<file path="src/rtl/input_cond_pkg.sv">
// Shared types and default constants for the input conditioner slice.
package input_cond_pkg;

  typedef enum logic [1:0] {
    RELEASED     = 2'd0,
    PRESS_PEND   = 2'd1,
    PRESSED      = 2'd2,
    RELEASE_PEND = 2'd3
  } key_state_t;

  localparam int unsigned DEBOUNCE_DEFAULT = 1000000;
  localparam int unsigned CNT_W_DEFAULT    = 20;

endpackage

</file>
<file path="src/rtl/debounce_fsm.sv">
// Single-bit active-low key debouncer: 2-flop synchronizer, 4-state FSM with
// hold counter, registered clean level, press/release pulses and press toggle.
module debounce_fsm
  import input_cond_pkg::*;
#(
  parameter int unsigned DEBOUNCE_CYCLES = DEBOUNCE_DEFAULT,
  parameter int unsigned CNT_W           = CNT_W_DEFAULT
) (
  input  logic clk,
  input  logic rst,
  input  logic raw,
  output logic clean,
  output logic press,
  output logic rel,
  output logic toggle
);

  localparam logic [CNT_W-1:0] TERM = CNT_W'(DEBOUNCE_CYCLES - 1);

  logic             s1, s2;
  key_state_t       state, state_n;
  logic [CNT_W-1:0] cnt, cnt_n;
  logic             press_ev, rel_ev;

  always_ff @(posedge clk) begin
    if (rst) begin
      s1 <= 1'b1;
      s2 <= 1'b1;
    end else begin
      s1 <= raw;
      s2 <= s1;
    end
  end

  always_comb begin
    state_n  = state;
    cnt_n    = cnt;
    press_ev = 1'b0;
    rel_ev   = 1'b0;
    case (state)
      RELEASED: begin
        if (!s2) begin
          state_n = PRESS_PEND;
          cnt_n   = '0;
        end
      end
      PRESS_PEND: begin
        if (s2) begin
          state_n = RELEASED;
          cnt_n   = '0;
        end else if (cnt == TERM) begin
          state_n  = PRESSED;
          cnt_n    = '0;
          press_ev = 1'b1;
        end else begin
          cnt_n = cnt + CNT_W'(1);
        end
      end
      PRESSED: begin
        if (s2) begin
          state_n = RELEASE_PEND;
          cnt_n   = '0;
        end
      end
      RELEASE_PEND: begin
        if (!s2) begin
          state_n = PRESSED;
          cnt_n   = '0;
        end else if (cnt == TERM) begin
          state_n = RELEASED;
          cnt_n   = '0;
          rel_ev  = 1'b1;
        end else begin
          cnt_n = cnt + CNT_W'(1);
        end
      end
      default: begin
        state_n = RELEASED;
        cnt_n   = '0;
      end
    endcase
  end

  // Outputs are registered from the next state so the clean level moves on the
  // same edge as the accepting transition.
  always_ff @(posedge clk) begin
    if (rst) begin
      state  <= RELEASED;
      cnt    <= '0;
      clean  <= 1'b1;
      press  <= 1'b0;
      rel    <= 1'b0;
      toggle <= 1'b0;
    end else begin
      state  <= state_n;
      cnt    <= cnt_n;
      clean  <= !((state_n == PRESSED) || (state_n == RELEASE_PEND));
      press  <= press_ev;
      rel    <= rel_ev;
      toggle <= toggle ^ press_ev;
    end
  end

endmodule

</file>
<file path="src/rtl/input_conditioner.sv">
// Synchronizes/debounces SW[SW_W-1:0] and active-low KEY0 for the display block.
// Define INPUT_COND_SW_DEBOUNCE_EN to debounce the switch vector as well.
module input_conditioner
  import input_cond_pkg::*;
#(
  parameter int unsigned SW_W            = 10,
  parameter int unsigned DEBOUNCE_CYCLES = DEBOUNCE_DEFAULT,
  parameter int unsigned CNT_W           = CNT_W_DEFAULT
) (
  input  logic            clk,
  input  logic            rst,
  input  logic [SW_W-1:0] SW,
  input  logic            KEY0,
  output logic [SW_W-1:0] sw_out,
  output logic            key0_clean,
  output logic            key_press,
  output logic            key_release,
  output logic            neg_mode
);

  logic [SW_W-1:0] sw_s1, sw_s2;

  always_ff @(posedge clk) begin
    if (rst) begin
      sw_s1 <= '0;
      sw_s2 <= '0;
    end else begin
      sw_s1 <= SW;
      sw_s2 <= sw_s1;
    end
  end

`ifdef INPUT_COND_SW_DEBOUNCE_EN
  localparam logic [CNT_W-1:0] SW_TERM = CNT_W'(DEBOUNCE_CYCLES - 1);

  logic [SW_W-1:0]  sw_prev;
  logic [CNT_W-1:0] sw_cnt;

  // sw_prev detects any movement of the synchronized vector; movement while
  // counting restarts the hold window from zero.
  always_ff @(posedge clk) begin
    if (rst) begin
      sw_prev <= '0;
      sw_cnt  <= '0;
      sw_out  <= '0;
    end else begin
      sw_prev <= sw_s2;
      if (sw_s2 == sw_out) begin
        sw_cnt <= '0;
      end else if (sw_s2 != sw_prev) begin
        sw_cnt <= '0;
      end else if (sw_cnt == SW_TERM) begin
        sw_out <= sw_s2;
        sw_cnt <= '0;
      end else begin
        sw_cnt <= sw_cnt + CNT_W'(1);
      end
    end
  end
`else
  always_ff @(posedge clk) begin
    if (rst) begin
      sw_out <= '0;
    end else begin
      sw_out <= sw_s2;
    end
  end
`endif

  debounce_fsm #(
    .DEBOUNCE_CYCLES(DEBOUNCE_CYCLES),
    .CNT_W          (CNT_W)
  ) u_key0 (
    .clk   (clk),
    .rst   (rst),
    .raw   (KEY0),
    .clean (key0_clean),
    .press (key_press),
    .rel   (key_release),
    .toggle(neg_mode)
  );

endmodule
</file>
<file path="config.mk">
export PLATFORM = sky130hd
export DESIGN_NAME = input_conditioner
export DESIGN_NICKNAME = d
export VERILOG_FILES = /design/src/rtl/input_cond_pkg.sv /design/src/rtl/debounce_fsm.sv /design/src/rtl/input_conditioner.sv
export SDC_FILE = /design/constraint.sdc
export NUM_CORES = 1
export LEC_CHECK = 0
export ABC_CLOCK_PERIOD_IN_PS = 2700
export BUFFER_PORTS_ARGS = -buffer_cell sky130_fd_sc_hd__buf_2
export CAP_MARGIN = 0
export CORE_ASPECT_RATIO = 0.6
export CORE_MARGIN = 2
export CORE_UTILIZATION = 56
export CTS_CLUSTER_SIZE = 40
export DETAILED_ROUTE_END_ITERATION = 16
export PLACE_DENSITY = 0.78
export SETUP_SLACK_MARGIN = 0.5
export SLEW_MARGIN = 5
export SYNTH_ARGS = -nofsm -noshare
export SYNTH_HDL_FRONTEND = slang
export SYNTH_SLANG_ARGS = --single-unit
export TNS_END_PERCENT = 1
</file>
<file path="constraint.sdc">
create_clock -name clk -period 2.7 [get_ports clk]
set_input_delay 0.27 -clock clk [delete_from_list [all_inputs] [get_ports clk]]
set_output_delay 0.27 -clock clk [all_outputs]
set_load 0.03 [all_outputs]
</file>
==> run summary, run 1 <==
Outcome: finished clean
Hold WC Path Type: in -> reg
Highest metal used: met4
Initial antenna violation count: 0
Fin crit share: 0.7508
Avg Cell Area, Syn: 10.22 um^2
Initial Utilization: 0.5889
Met1 wire length: 2045 um
Min Tclk post-route: 2.027 ns
CP required: 2.93 ns
Clock tree buffer depth: 2
Max Clock Freq: 493.3 MHz
Core area: 0.003680 mm^2
Clk sink count: 58
WS Path Type: reg -> reg
Layout Nets: 255
Worst Setup SP: u_key0.cnt[0]
Met3 wire length: 249 um
Max Cap Viol: 0
Post-CTS setup buffers: 0
Post-DRT Antenna Nets: 0
Drt initial violations: 96
Hold_buf cts: 0
IR drop worst, VDD: 0.4568 mV
Synth Register Bits: 58
Sequential area share after synthesis: 0.5358
Startpoint Class: flip-flop
Syn Inst Count: 212
WL/cell: 13.61 um
Share of cells above drive strength 1: 0.2276
Pre-Repair DR Iteration Count: 4
Antenna diode count: 0
Vias in the first global route: 1486
R2R cell count: 5
Worst R2R End: u_key0.state[0]
Static Leak: 0.9512 nW
Commonest cells post-synth: 58 x dfxtp_1, 30 x nor2b_1, 11 x o21ai_0
Post-Syn Area: 0.002167 mm^2
Cell Pwr Density: 706.5 mW/mm^2
Final setup TNS: 0 ns
CTS tree: built
Main flop type after synthesis: dfxtp_1
R2r startpoint: u_key0.cnt[0]
Number of synthesized flops with an enable pin: 0
Detailed Place HPWL: 2634 um
Library cells used by synthesis: 45
DRC Markers: 0
Slew HR: 0.4705
Worst Tran Pin Value: 0.7908 ns
HP Start: KEY0
CTS H-tree lvls: 3
Io pins: 27
Endpoints failing setup: 0
Die H: 52.19 um
Area Overhead vs Synth: 17.49%
Root buffer cell: clkbuf_8
Reg-to-reg slack, setup: 0.67 ns
Reg clk slew, reported paths: 0.07 ns
DRT Wirelength: 3989 um
Hold depth: 2
Synth Warn #: 0
CTS Buf Count: 9
Worst slack, placed: 0.7048 ns
Post-cts resize count: 0
Final Skew: 0.008554 ns
Data arrival, critical path: 2.26 ns
Final WS setup: 0.6729 ns
Critical path peak fanout: 6
Worst setup EP type: flip-flop
Yosys top cell by area: dfxtp_1
Total GRT Usage: 0.2066
Max Slew Vio Count: 0
Ys async rst share: 0
Met2 wire length: 1639 um
Worst skew pair latency: 0.33 ns
Top cell type's share of synthesized area: 0.5358
Global route total overflow: 0
Post-Syn Nets: 226
Via count: 1628
Horiz. Die Dim: 84.31 um
Hold endpoint: u_key0.s1
Final hold violation count: 0
RSZ-0062 raised after global routing: no
Die Footprint: 0.004400 mm^2
Most frequent cell after synthesis: dfxtp_1
DR vias/cell: 5.556
Leading post-synthesis cells by cell area: dfxtp_1 54%, nor2b_1 8.7%, a22oi_1 3.5%, o21ai_0 2.5%, or3_1 2.3%
PortBufs: 26
Pin count of the biggest net entering global routing: 40
Routability cong.: 0.8076
Number of cell rows: 17
First-pass GRT wire length: 6837 um
Fillers: 285
==> stage by stage <==
stage	utilization	hold slack (ns)	instances	total power, mW	instance area [um^2]
2_1_floorplan	-	0.3738	212	0.9387	2167
3_3_place_gp	0.6324	0.3915	277	0.9565	2327
3_5_place_dp	0.6324	0.3985	277	0.9576	2327
4_1_cts	0.6919	0.1033	293	1.815	2546
5_1_grt	0.6919	0.1006	293	1.860	2546
6_report	0.6919	0.1157	293	1.799	2546
==> flip-flops by register name, indices dropped and copies added (netlist names) <==
signal,cells
sw_out,10
sw_s1,10
sw_s2,10
u_key0.clean,1
u_key0.cnt,20
u_key0.press,1
u_key0.rel,1
u_key0.s1,1
u_key0.s2,1
u_key0.state,2
u_key0.toggle,1
==> cells by family (layout without fill, tap and decap cells) <==
group,Yosys count,after routing,share of synthesized area
and+or+nand+nor,84,84,0.2471
DFF,58,58,0.5358
AOI/OAI and AO/OA,47,47,0.1484
buffers and inverters,14,48,0.02713
xor gates and xnor gates,8,8,0.03580
adders and majority gates,1,1,0.005773
==> area by class of cell <==
class | instances | area, um^2 | area share
clock buffers | 10 | 127.6 | 0.05012
clock inverters | 6 | 91.34 | 0.03587
inverters | 4 | 15.01 | 0.005897
multi-input cells | 140 | 947.2 | 0.3720
flip-flops and latches | 58 | 1161 | 0.4560
well taps | 47 | 58.81 | 0.02310
repair buffers | 28 | 145.1 | 0.05700
==> cell usage in the layout (no fill, tap or decap), types with 4 or more instances in the layout <==
master,Yosys,routed
a22oi_1,10,10
xor2_1,4,4
inv_1,4,4
buf_2,2,26
or3_1,8,8
or2_2,4,4
o21ai_0,11,11
nor2b_1,30,30
nand2_1,10,10
dfxtp_1,58,58
clkbuf_8,0,9
a21oi_1,9,9
nand3_1,5,5
==> worst max-delay path by stage <==
stage	end	slack, ns	cells past startpoint
detailed placement	u_key0.state[0]	0.70	5
global route	u_key0.cnt[17]	0.51	4
global placement	u_key0.state[0]	0.74	5
floorplan	u_key0.state[0]	0.81	5
CTS	u_key0.state[0]	0.67	5
finish	u_key0.state[0]	0.67	5
==> layer usage <==
layer / vias to the layer above / GRT usage
li1: 819 / -
met1: 751 / 0.2747
met2: 50 / 0.3003
met3: 8 / 0.08189
met4: 0 / 0.08871
met5: - / 0
==> critical path, cell delays in order (launching register included) <==
cell     delay [ns]
dfxtp_1        0.41
ha_1           0.23
nand3_1        0.15
or4b_4         0.59
or3_4          0.36
and3_1         0.19
==> where the power goes <==
| part | internal (mW) | total [mW] | switching (mW) | leakage, nW |
|---|---|---|---|---|
| registers | 0.875 | 0.881 | 0.00591 | 0.473 |
| clock network | 0.520 | 0.860 | 0.340 | 0.0987 |
| logic | 0.0230 | 0.0576 | 0.0346 | 0.380 |
| total | 1.42 | 1.80 | 0.380 | 0.951 |
Note: power is estimated with default switching activity, not from simulation.
==> inputs of run 2 (changes only) <==
--- a/config.mk
+++ b/config.mk
@@ -5,7 +5,7 @@
 export SDC_FILE = /design/constraint.sdc
 export NUM_CORES = 1
 export LEC_CHECK = 0
-export ABC_CLOCK_PERIOD_IN_PS = 2700
+export ABC_CLOCK_PERIOD_IN_PS = 2100
 export BUFFER_PORTS_ARGS = -buffer_cell sky130_fd_sc_hd__buf_2
 export CAP_MARGIN = 0
 export CORE_ASPECT_RATIO = 0.6
==> constraint.sdc (replaced) <==
create_clock -name clk -period 2.1 [get_ports clk]
set_input_delay 0.21 -clock clk [delete_from_list [all_inputs] [get_ports clk]]
set_output_delay 0.21 -clock clk [all_outputs]
set_load 0.03 [all_outputs]
==> run summary, run 2 (same netlist as run 1, synthesis figures left out) <==
Commonest non-fill, non-tap cells in the layout: 52 x dfxtp_1, 30 x nor2b_1, 26 x buf_2 (was 58 x dfxtp_1, 30 x nor2b_1, 26 x buf_2)
DRC Markers: 0 (unchanged)
Final hold violation count: 0 (unchanged)
CTS tree: built (unchanged)
Slew HR: 0.6829 (was 0.4705)
Die Footprint: 0.004400 mm^2 (unchanged)
Detailed Place HPWL: 2881 um (was 2634 um)
Worst hold margin: 0.05732 ns (was 0.1157 ns)
Fin util: 0.7409 (was 0.6919)
Startpoint Class: flip-flop (unchanged)
Clk sink count: 58 (unchanged)
Routability cong.: 0.8431 (was 0.8076)
Io pins: 27 (unchanged)
Initial antenna violation count: 0 (unchanged)
Final setup TNS: 0 ns (unchanged)
Pint: 1.719 mW (was 1.419 mW)
Die H: 52.19 um (unchanged)
RSZ-0062 raised after global routing: yes (was no)
Clock tree buffer depth: 2 (unchanged)
Sw power: 466.7 uW (was 380.3 uW)
Clk network pwr share: 0.444 (was 0.478)
Horiz. Die Dim: 84.31 um (unchanged)
Total GRT Usage: 0.2214 (was 0.2066)
CP required: 2.33 ns (was 2.93 ns)
Leading cell type in the layout, fill and taps excluded: dfxtp_1 (unchanged)
Max reg flops: 20 (unchanged)
Max Cap Viol: 0 (unchanged)
WL/cell: 15.18 um (was 13.61 um)
Switching Fraction: 0.2135 (was 0.2114)
Antenna diode count: 0 (unchanged)
Via count: 1760 (was 1628)
Drt initial violations: 175 (was 96)
Worst setup EP type: flip-flop (unchanged)
Layout Nets: 268 (was 255)
Worst Tran Pin Value: 0.4751 ns (was 0.7908 ns)
Root buffer cell: clkbuf_8 (unchanged)
Pre-Repair DR Iteration Count: 4 (unchanged)
IR drop worst, VDD: 0.6706 mV (was 0.4568 mV)
Critical path peak fanout: 5 (was 6)
Sequential power share: 0.518 (was 0.490)
Reg clk slew, reported paths: 0.06 ns (was 0.07 ns)
Endpoints failing setup: 0 (unchanged)
Area Overhead vs Synth: 25.81% (was 17.49%)
Final Skew: 0.004266 ns (was 0.008554 ns)
DRT Wirelength: 4645 um (was 3989 um)
Vias in the first global route: 1476 (was 1486)
CTS Buf Count: 9 (unchanged)
Hold WC Path Type: in -> reg (unchanged)
First-pass GRT wire length: 7162 um (was 6837 um)
DR vias/cell: 5.752 (was 5.556)
Top reg by flops: u_key0.cnt (unchanged)
Max Clock Freq: 546.6 MHz (was 493.3 MHz)
Worst skew pair latency: 0.33 ns (about the same)
Fin crit share: 0.8712 (was 0.7508)
Min Tclk post-route: 1.829 ns (was 2.027 ns)
Outcome: finished clean (unchanged)
Hold_buf cts: 0 (unchanged)
CTS H-tree lvls: 3 (unchanged)
Max Slew Vio Count: 0 (unchanged)
Pin count of the biggest net entering global routing: 28 (was 40)
Static Leak: 1.017 nW (was 0.9512 nW)
Share of cells above drive strength 1: 0.3050 (was 0.2276)
Core area: 0.003680 mm^2 (unchanged)
Initial Utilization: 0.5889 (unchanged)
Cell Pwr Density: 801.8 mW/mm^2 (was 706.5 mW/mm^2)
Number of cell rows: 17 (unchanged)
Data arrival, critical path: 2.06 ns (was 2.26 ns)
WS Path Type: reg -> reg (unchanged)
PortBufs: 26 (unchanged)
Gate power share: 0.038 (was 0.032)
Post-DRT Antenna Nets: 0 (unchanged)
Global route total overflow: 0 (unchanged)
[run 2: cell count changes in the layout (fill, tap and decap cells not counted), sizes merged]
cell	change
buf	+12
o211ai	+1
clkinvlp	-1
bufinv	-2
clkbuf	+3
[run 2: final timing paths]
| kind | startpoint | end | slack [ns] | cells past startpoint |
|---|---|---|---|---|
| setup / recovery | u_key0.cnt[8] | u_key0.press | 0.27 | 4 |
| hold / removal | KEY0 | u_key0.s1 | 0.06 | 2 |
| setup reg to reg | u_key0.cnt[8] | u_key0.press | 0.27 | 4 |
| hold reg to reg | u_key0.s1 | u_key0.s2 | 0.41 | 1 |
[run 2: timing repair]
item                       4_1_cts  5_1_grt
pin swaps                        6        3
gates resized for setup         10        2
gates cloned                     0        1
setup endpoints to repair       26       25
setup buffers                    7        1
[run 2: layout make-up]
cell class,instances,area [um^2]
clock inverters,3,20.02
well taps,47,58.81
repair buffers,40,235.2
inverters,4,15.01
clock buffers,13,180.2
flip-flops and latches,58,1174
fillers,284,953.4
multi-input cells,141,1044
[run 2: power groups by stage]
stage	clock, mW	sequential (mW)	combinational [mW]
after floorplan	0	1.16	0.0425
after global placement	0	1.15	0.0782
after detailed placement	0	1.15	0.0796
after CTS	0.988	1.13	0.0817
after global routing	1.04	1.13	0.0895
final	0.971	1.13	0.0824
[run 2: worst max-delay path, cell delays in order, from the launching register on]
cell and delay, ns:
dfxtp_2 0.35, nor4b_4 0.28, or4b_4 0.51, or3_4 0.42
nor4_4 0.17
[run 2: metrics by stage]
| step | cell area (um^2) | instances | setup WS [ns] | total power, mW |
|---|---|---|---|---|
| 6_report | 2726 | 306 | 0.2705 | 2.186 |
| 5_1_grt | 2726 | 306 | 0.2216 | 2.261 |
| 3_3_place_gp | 2394 | 281 | 0.2484 | 1.232 |
| 2_1_floorplan | 2207 | 212 | 0.3800 | 1.205 |
| 4_1_cts | 2704 | 304 | 0.2811 | 2.201 |
| 3_5_place_dp | 2394 | 281 | 0.2032 | 1.234 |
[run 2: routing by layer]
metal,part of all wire,GRT usage
met5,0,0
met4,0.011,0.1102
met3,0.081,0.08346
met2,0.43,0.3069
met1,0.48,0.3027
==> inputs of run 3 (changes only) <==
--- a/config.mk
+++ b/config.mk
@@ -8,12 +8,15 @@
 export ABC_CLOCK_PERIOD_IN_PS = 2100
 export BUFFER_PORTS_ARGS = -buffer_cell sky130_fd_sc_hd__buf_2
 export CAP_MARGIN = 0
+export CELL_PAD_IN_SITES_DETAIL_PLACEMENT = 1
+export CELL_PAD_IN_SITES_GLOBAL_PLACEMENT = 1
 export CORE_ASPECT_RATIO = 0.6
 export CORE_MARGIN = 2
-export CORE_UTILIZATION = 56
+export CORE_UTILIZATION = 44
 export CTS_CLUSTER_SIZE = 40
 export DETAILED_ROUTE_END_ITERATION = 16
-export PLACE_DENSITY = 0.78
+export GPL_TIMING_DRIVEN = 0
+export PLACE_DENSITY = 0.79
 export SETUP_SLACK_MARGIN = 0.5
 export SLEW_MARGIN = 5
 export SYNTH_ARGS = -nofsm -noshare
==> run summary, run 3 (same netlist as run 1, synthesis figures left out) <==
Post-DRT Antenna Nets: 0 (unchanged)
Startpoint Class: flip-flop (unchanged)
Routability cong.: 0.7845 (was 0.8431)
Clk sink count: 58 (unchanged)
Fin crit share: 0.8665 (was 0.8712)
IR drop worst, VDD: 0.6522 mV (was 0.6706 mV)
Worst setup EP type: flip-flop (unchanged)
Io pins: 27 (unchanged)
Leading cell type in the layout, fill and taps excluded: dfxtp_1 (unchanged)
Worst Setup SP: u_key0.cnt[3] (was u_key0.cnt[8])
Outcome: finished clean (unchanged)
Horiz. Die Dim: 94.60 um (was 84.31 um)
Area Overhead vs Synth: 31.99% (was 25.81%)
Worst slack, placed: 0.03709 ns (was 0.2032 ns)
First-pass GRT wire length: 9542 um (was 7162 um)
Layout Nets: 280 (was 268)
R2R cell count: 6 (was 4)
Initial antenna violation count: 0 (unchanged)
Max reg flops: 20 (unchanged)
DRT Wirelength: 6069 um (was 4645 um)
Worst Tran Pin Value: 0.5413 ns (was 0.4751 ns)
Max Slew Vio Count: 0 (unchanged)
CTS tree: built (unchanged)
WS Path Type: reg -> reg (unchanged)
Antenna diode count: 0 (unchanged)
R2r startpoint: u_key0.cnt[3] (was u_key0.cnt[8])
Cell Pwr Density: 822.9 mW/mm^2 (was 801.8 mW/mm^2)
Max Clock Freq: 549.5 MHz (was 546.6 MHz)
Vias in the first global route: 1830 (was 1476)
Number of cell rows: 19 (was 17)
Max Cap Viol: 0 (unchanged)
Slew HR: 0.6391 (was 0.6829)
Hold WC Path Type: in -> reg (unchanged)
DR vias/cell: 5.521 (was 5.752)
Power Total: 2.354 mW (was 2.186 mW)
Reg clk slew, reported paths: 0.06 ns (about the same)
Critical path peak fanout: 7 (was 5)
Clock tree buffer depth: 2 (unchanged)
Core area: 0.004659 mm^2 (was 0.003680 mm^2)
Initial Utilization: 0.4651 (was 0.5889)
Final hold violation count: 0 (unchanged)
Data arrival, critical path: 2.02 ns (was 2.06 ns)
WL/cell: 18.17 um (was 15.18 um)
Die Footprint: 0.005521 mm^2 (was 0.004400 mm^2)
RSZ-0062 raised after global routing: yes (unchanged)
Pre-Repair DR Iteration Count: 4 (unchanged)
Total GRT Usage: 0.2366 (was 0.2214)
Final WS setup: 0.2803 ns (was 0.2705 ns)
CTS Buf Count: 9 (unchanged)
DRC Markers: 0 (unchanged)
Via count: 1844 (was 1760)
Endpoints failing setup: 0 (unchanged)
Worst skew pair latency: 0.33 ns (about the same)
Final Skew: 0.008101 ns (was 0.004266 ns)
Min Tclk post-route: 1.820 ns (was 1.829 ns)
PortBufs: 26 (unchanged)
Fillers: 528 (was 284)
Static Leak: 1.083 nW (was 1.017 nW)
Die H: 58.36 um (was 52.19 um)
Drt initial violations: 80 (was 175)
Reg-to-reg slack, setup: 0.28 ns (was 0.27 ns)
Reg area: 0.001175 mm^2 (was 0.001174 mm^2)
Crit path to: u_key0.cnt[19] (was u_key0.press)
Root buffer cell: clkbuf_8 (unchanged)
Share of cells above drive strength 1: 0.3284 (was 0.3050)
Detailed Place HPWL: 3659 um (was 2881 um)
Top reg by flops: u_key0.cnt (unchanged)
CTS H-tree lvls: 3 (unchanged)
Final setup TNS: 0 ns (unchanged)
Global route total overflow: 0 (unchanged)
Pin count of the biggest net entering global routing: 11 (was 28)
Worst R2R End: u_key0.cnt[19] (was u_key0.press)
CP required: 2.30 ns (was 2.33 ns)
Commonest non-fill, non-tap cells in the layout: 51 x dfxtp_1, 30 x nor2b_1, 28 x buf_2 (was 52 x dfxtp_1, 30 x nor2b_1, 26 x buf_2)
Hold_buf cts: 0 (unchanged)
Multi-input gate area: 0.001037 mm^2 (was 0.001044 mm^2)
[run 3: cell types whose count changed in the layout (fill, tap and decap cells not counted), moves of 2 or more]
| cell | before | now |
|---|---|---|
| buf_4 | 14 | 12 |
| buf_2 | 26 | 28 |
| buf_6 | 0 | 6 |
| bufinv_16 | 0 | 2 |
| clkbuf_1 | 1 | 5 |
[run 3: cell type report]
cell class	instances	area share
tap	63	0.02756
timing repair buffer	43	0.09668
clock buffer	11	0.04943
buffer	10	0.02056
sequential	58	0.4108
inverter	4	0.005249
clock inverter	5	0.02712
multi-input combinational	140	0.3626
[run 3: metrics by stage]
step | hold slack, ns | std cells | util | instance area [um^2]
finish | 0.05681 | 334 | 0.6139 | 2860
global placement | 0.3914 | 301 | 0.5185 | 2416
CTS | 0.04192 | 329 | 0.5994 | 2793
detailed placement | 0.3953 | 301 | 0.5185 | 2416
global route | 0.04228 | 334 | 0.6139 | 2860
floorplan | 0.3138 | 212 | - | 2207
[run 3: worst min path at each step]
stage,from,end,cells after the start
floorplan,KEY0,u_key0.s1,1
global placement,u_key0.s1,u_key0.s2,1
detailed placement,KEY0,u_key0.s1,2
CTS,KEY0,u_key0.s1,2
global route,KEY0,u_key0.s1,2
finish,KEY0,u_key0.s1,2
[run 3: repair_timing]
item | in CTS | in global routing
setup buffers | 11 | 5
resized for setup | 17 | 8
cloned | 1 | 0
setup endpoints to repair | 26 | 26
pin swaps | 4 | 3
[run 3: power by group]
group          total, mW  switching [mW]  internal [mW]
combinational     0.0922          0.0561         0.0361
sequential          1.13         0.00852           1.12
clock               1.13           0.434          0.696
[run 3: worst max-delay path, stage by stage, from the launching register on]
cell and delay, ns:
dfxtp_1 0.48, nand3_4 0.15, or2_4 0.28, clkbuf_8 0.15, o2111ai_4 0.36, buf_6 0.18
a22oi_1 0.09
[run 3: per-layer routing]
layer | vias to the layer above | track usage | share of wire
li1 | 875 | - | -
met1 | 920 | 0.3143 | 0.45
met2 | 41 | 0.3627 | 0.50
met3 | 8 | 0.07426 | 0.037
met4 | 0 | 0.09731 | 0.014
met5 | - | 0 | 0
